[src/rtl/ripple_count_monitor.sv]
// Synchronizes and de-glitches a ripple down-counter bus, then checks
// that accepted values follow a strict modulo decrement sequence.
module ripple_count_monitor #(
    parameter int WIDTH       = 3,
    parameter int SYNC_STAGES = 2,
    parameter int WRAP_CNT_W  = 8,
    parameter int ERR_CNT_W   = 4
) (
    input  logic                  clk,
    input  logic                  reset,
    input  logic [WIDTH-1:0]      count_in,
    input  logic                  enable,
    input  logic                  clear_stats,
    output logic [WIDTH-1:0]      count_sync,
    output logic                  stable,
    output logic                  wrap_pulse,
    output logic                  err_pulse,
    output logic                  seq_error,
    output logic [WRAP_CNT_W-1:0] wrap_count,
    output logic [ERR_CNT_W-1:0]  err_count
);

    typedef enum logic {
        INIT  = 1'b0,
        TRACK = 1'b1
    } state_t;

    state_t state_q, state_d;

    logic [SYNC_STAGES-1:0][WIDTH-1:0] sync_q;
    logic [SYNC_STAGES:0]              warm_q;
    logic [WIDTH-1:0]                  s_last;
    logic [WIDTH-1:0]                  filt_q;
    logic [WIDTH-1:0]                  ref_q;
    logic [WIDTH-1:0]                  ref_dec;
    logic                              accept;
    logic                              upd;
    logic                              wrap_ev;
    logic                              err_ev;

    assign s_last  = sync_q[SYNC_STAGES-1];
    assign ref_dec = ref_q - WIDTH'(1);

    // Reset zeroes the chain, so acceptance waits until real samples
    // have filled it; otherwise a stale zero would be adopted first.
    assign accept = warm_q[SYNC_STAGES] && (s_last == filt_q);

    always_comb begin
        state_d = state_q;
        upd     = 1'b0;
        wrap_ev = 1'b0;
        err_ev  = 1'b0;
        unique case (1'b1)
            !enable: begin
                state_d = INIT;
                upd     = accept;
            end
            enable && (state_q == INIT): begin
                if (accept) begin
                    upd     = 1'b1;
                    state_d = TRACK;
                end
            end
            enable && (state_q == TRACK): begin
                if (accept && (s_last != ref_q)) begin
                    upd = 1'b1;
                    if (s_last == ref_dec) begin
                        wrap_ev = (ref_q == '0);
                    end else begin
                        err_ev = 1'b1;
                    end
                end
            end
            default: begin
                state_d = INIT;
            end
        endcase
    end

    always_ff @(posedge clk) begin
        if (reset) begin
            state_q    <= INIT;
            sync_q     <= '0;
            warm_q     <= '0;
            filt_q     <= '0;
            ref_q      <= '0;
            count_sync <= '0;
            stable     <= 1'b0;
            wrap_pulse <= 1'b0;
            err_pulse  <= 1'b0;
        end else begin
            state_q    <= state_d;
            sync_q     <= {sync_q[SYNC_STAGES-2:0], count_in};
            warm_q     <= {warm_q[SYNC_STAGES-1:0], 1'b1};
            filt_q     <= s_last;
            stable     <= (s_last == filt_q);
            wrap_pulse <= wrap_ev;
            err_pulse  <= err_ev;
            if (upd) begin
                count_sync <= s_last;
                ref_q      <= s_last;
            end
        end
    end

    // Clear beats a coincident event; the pulse itself is unaffected.
    always_ff @(posedge clk) begin
        if (reset || clear_stats) begin
            wrap_count <= '0;
            err_count  <= '0;
            seq_error  <= 1'b0;
        end else begin
            if (wrap_ev && (wrap_count != '1)) begin
                wrap_count <= wrap_count + WRAP_CNT_W'(1);
            end
            if (err_ev) begin
                seq_error <= 1'b1;
                if (err_count != '1) begin
                    err_count <= err_count + ERR_CNT_W'(1);
                end
            end
        end
    end

endmodule
[config.mk]
export PLATFORM = sky130hd
export DESIGN_NAME = ripple_count_monitor
export DESIGN_NICKNAME = d
export VERILOG_FILES = /design/src/rtl/ripple_count_monitor.sv
export SDC_FILE = /design/constraint.sdc
export NUM_CORES = 1
export LEC_CHECK = 0
export ABC_AREA = 1
export BUFFER_PORTS_ARGS = -buffer_cell sky130_fd_sc_hd__buf_2
export CAP_MARGIN = 20
export CORE_MARGIN = 8
export CORE_UTILIZATION = 54
export DETAILED_ROUTE_END_ITERATION = 8
export PLACE_DENSITY = 0.85
export REMOVE_ABC_BUFFERS = 1
export SYNTH_ARGS = -nofsm -noshare
export SYNTH_HDL_FRONTEND = slang
export SYNTH_SLANG_ARGS = --single-unit
[constraint.sdc]
create_clock -name clk -period 2.05 [get_ports clk]
set_input_delay 0.41 -clock clk [delete_from_list [all_inputs] [get_ports clk]]
set_output_delay 0.41 -clock clk [all_outputs]
set_load 0.02 [all_outputs]
==> results.ini <==
[status]
status=complete, no violations

[setup_path]
worstSetupPathType=flop to flop
cp.required_ns=2.29
reg2reg_from=ref_q[0]
cp-end-kind=flop
reg2reg_to=wrap_count[1]
cp.arrival_ns=1.96
r2r_cells=11
reg2reg_slack_ns=0.33
startpoint_type=flop
cp_max_fo=10

[sta]
fin_crit_ns=1.722
worst_slew_pin_slew_ns=0.4155
grt_setup_unrepaired=false
setup_viol_count_final=0
slew_headroom_pct=72.30
fin_tns_setup_ns=0
min_period_over_period_pct=84.00
fin_ws_ns=0.3280
final_hold_viol_count=0
fmax_mhz=580.7
skew_ns=0.009117
drv_slew=0

[synth]
synth_top_cell_area_share_pct=42.74
yosys.cell_types.count=23
yosysSeqAreaShare_pct=42.74
synth_commonest_cells=60 x nand2_1, 43 x nor2_1, 36 x inv_1, 32 x dfxtp_1, 12 x nand3_1
syn_area_um2=1499
async_flop_share_pct=0
ys_warn_count=0
syn_area_per_cell_um2=6.908
synth_edf_count=0
synth_most_common_cell=nand2_1
synth_top_cell_by_area=dfxtp_1
synthFlopType=dfxtp_1
synth_area_leaders=dfxtp_1 43%, nand2_1 15%, nor2_1 11%
synthCells=217
ys_seq_elements=32

[drt]
num_vias=1307
drtPass1Iterations=4
ant_nets=0
routedWlPerCell_um=9.874
via_per_inst=4.701
drt_wl_total_mm=2.745
drcViolationCount=0
drtIter0Drc=58

[die]
start_util_pct=55.80
core-area_um2=2686
num_rows=19
ios=26
dieArea_um2=4718
die_h_um=68.69
die_w_um=68.69

[global_route]
grt_pass1_vias=1175
grt_overflow=0
antenna_found_initial=0
grt_pass1_wl_mm=4.767
track_usage_pct=13.25
grt_max_degree=17

[final_layout]
final_layout_size_suffix_gt1_share_pct=17.00
num_antenna_cells=0
finalNonFillerCells=278
area_delta_synth_final_pct=13.52
nets=257

[power_and_ir_drop]
p_per_area_nw_per_um2=645.6
p_leak_nw=0.8521
peakVddDrop_v=0.0005667
power_mw=1.099

[cts]
clockBufferDepth=2
numClockSinks=32
clk_pin_slew_ns=0.11
cts_inserted_buffers=5
worstSkewPairLatency_ns=0.34
hold_buffers=0
cts_resized=0
cts_tree=done
htreeDepth=2
root_buffer=clkbuf_4
post_cts_buffers=0

[placement]
hpwl_mm=2.107
place_inst=270
io_buffers=25
dp_worst_setup_slack_ns=0.3396
gp_congestion=0.7882

[hold_path]
hold_path.class=input port to flop
holdPathStages=3
hold_end=sync_q[1]
min-delay-start=count_in[1]

[flow_run]
maxCapViolations=0

## metrics by stage
| step | hold slack [ns] | utilization, % | cell area (um^2) |
|---|---|---|---|
| final | 0.2626 | 63.34 | 1702 |
| after global routing | 0.2530 | 63.34 | 1702 |
| after floorplan | 0.3883 | - | 1469 |
| after global placement | 0.3903 | 61.06 | 1640 |
| after detailed placement | 0.3961 | 61.06 | 1640 |
| after CTS | 0.2551 | 63.34 | 1702 |
## power breakdown
part           total, mW  switching [mW]  leakage (nW)  internal [mW]
clock network      0.371           0.237        0.0274          0.135
logic             0.0828          0.0538         0.564         0.0291
registers          0.644         0.00807         0.261          0.636
## final cells by class
class | instances | area, um^2
flip-flops and latches | 32 | 640.6
repair buffers | 26 | 132.6
well taps | 31 | 38.79
clock buffers | 5 | 37.54
fillers | 230 | 984.7
inverters | 38 | 142.6
clock inverters | 3 | 23.77
multi-input cells | 143 | 685.7
## worst max-delay path by stage
| stage | start | end | slack (ns) | cells after the start |
|---|---|---|---|---|
| final | ref_q[0] | wrap_count[1] | 0.33 | 11 |
| after CTS | ref_q[0] | wrap_count[1] | 0.32 | 11 |
| after global routing | ref_q[0] | wrap_count[2] | 0.14 | 12 |
| after floorplan | ref_q[0] | wrap_count[0] | 0.32 | 12 |
| after detailed placement | ref_q[0] | wrap_count[1] | 0.34 | 11 |
| after global placement | ref_q[0] | wrap_count[7] | 0.41 | 11 |
## per-layer routing
layer  GRT usage, %  routed length [um]  up-vias
met5              0                   0        -
met4          7.673                  55        0
met3          3.231                 153        7
met2          22.42                1268       25
met1          14.83                1268      566
li1               -                   -      709
## placed cells by master (no fill, tap or decap)
cell | netlist | routed
a21oi_1 | 4 | 4
nand3_1 | 12 | 12
clkinvlp_4 | 0 | 2
nor4_1 | 1 | 1
ha_1 | 4 | 4
nor2_1 | 43 | 43
inv_1 | 36 | 36
a31oi_1 | 1 | 1
clkinv_4 | 0 | 1
xnor2_1 | 2 | 2
dfxtp_1 | 32 | 32
nand2_1 | 60 | 60
xor2_1 | 2 | 2
inv_2 | 2 | 2
nor3_1 | 1 | 1
buf_4 | 0 | 1
nand4_1 | 5 | 5
and2_1 | 1 | 1
buf_2 | 0 | 25
nand2_2 | 2 | 2
o21ai_0 | 1 | 1
nor2_4 | 1 | 1
nand3_4 | 1 | 1
nand4_2 | 1 | 1
nor2_8 | 1 | 1
clkbuf_4 | 0 | 5
## sequential cells by signal, summed over array words and instances (netlist names)
name	cells
wrap_count	8
err_count	4
err_pulse	1
filt_q	3
s_last	3
wrap_pulse	1
stable	1
warm_q	3
seq_error	1
ref_q	3
state_q	1
sync_q	3
## cell families after synthesis
kind of cell | share of synthesized area (%)
simple gates | 37.98
buf+inv | 11.52
xor+xnor | 2.338
flops | 42.74
compound gates | 2.087
fa+ha+maj | 3.339
## critical path, stage by stage, from the launching register on
cell	delay (ns)
dfxtp_1	0.38
inv_1	0.09
ha_1	0.30
inv_1	0.04
nand2_1	0.05
nand2_1	0.04
nor2_1	0.11
nand2_2	0.14
nor2_8	0.18
nand3_4	0.12
nor2_1	0.12
nor2_1	0.05
(Power assumes the default switching activity.)
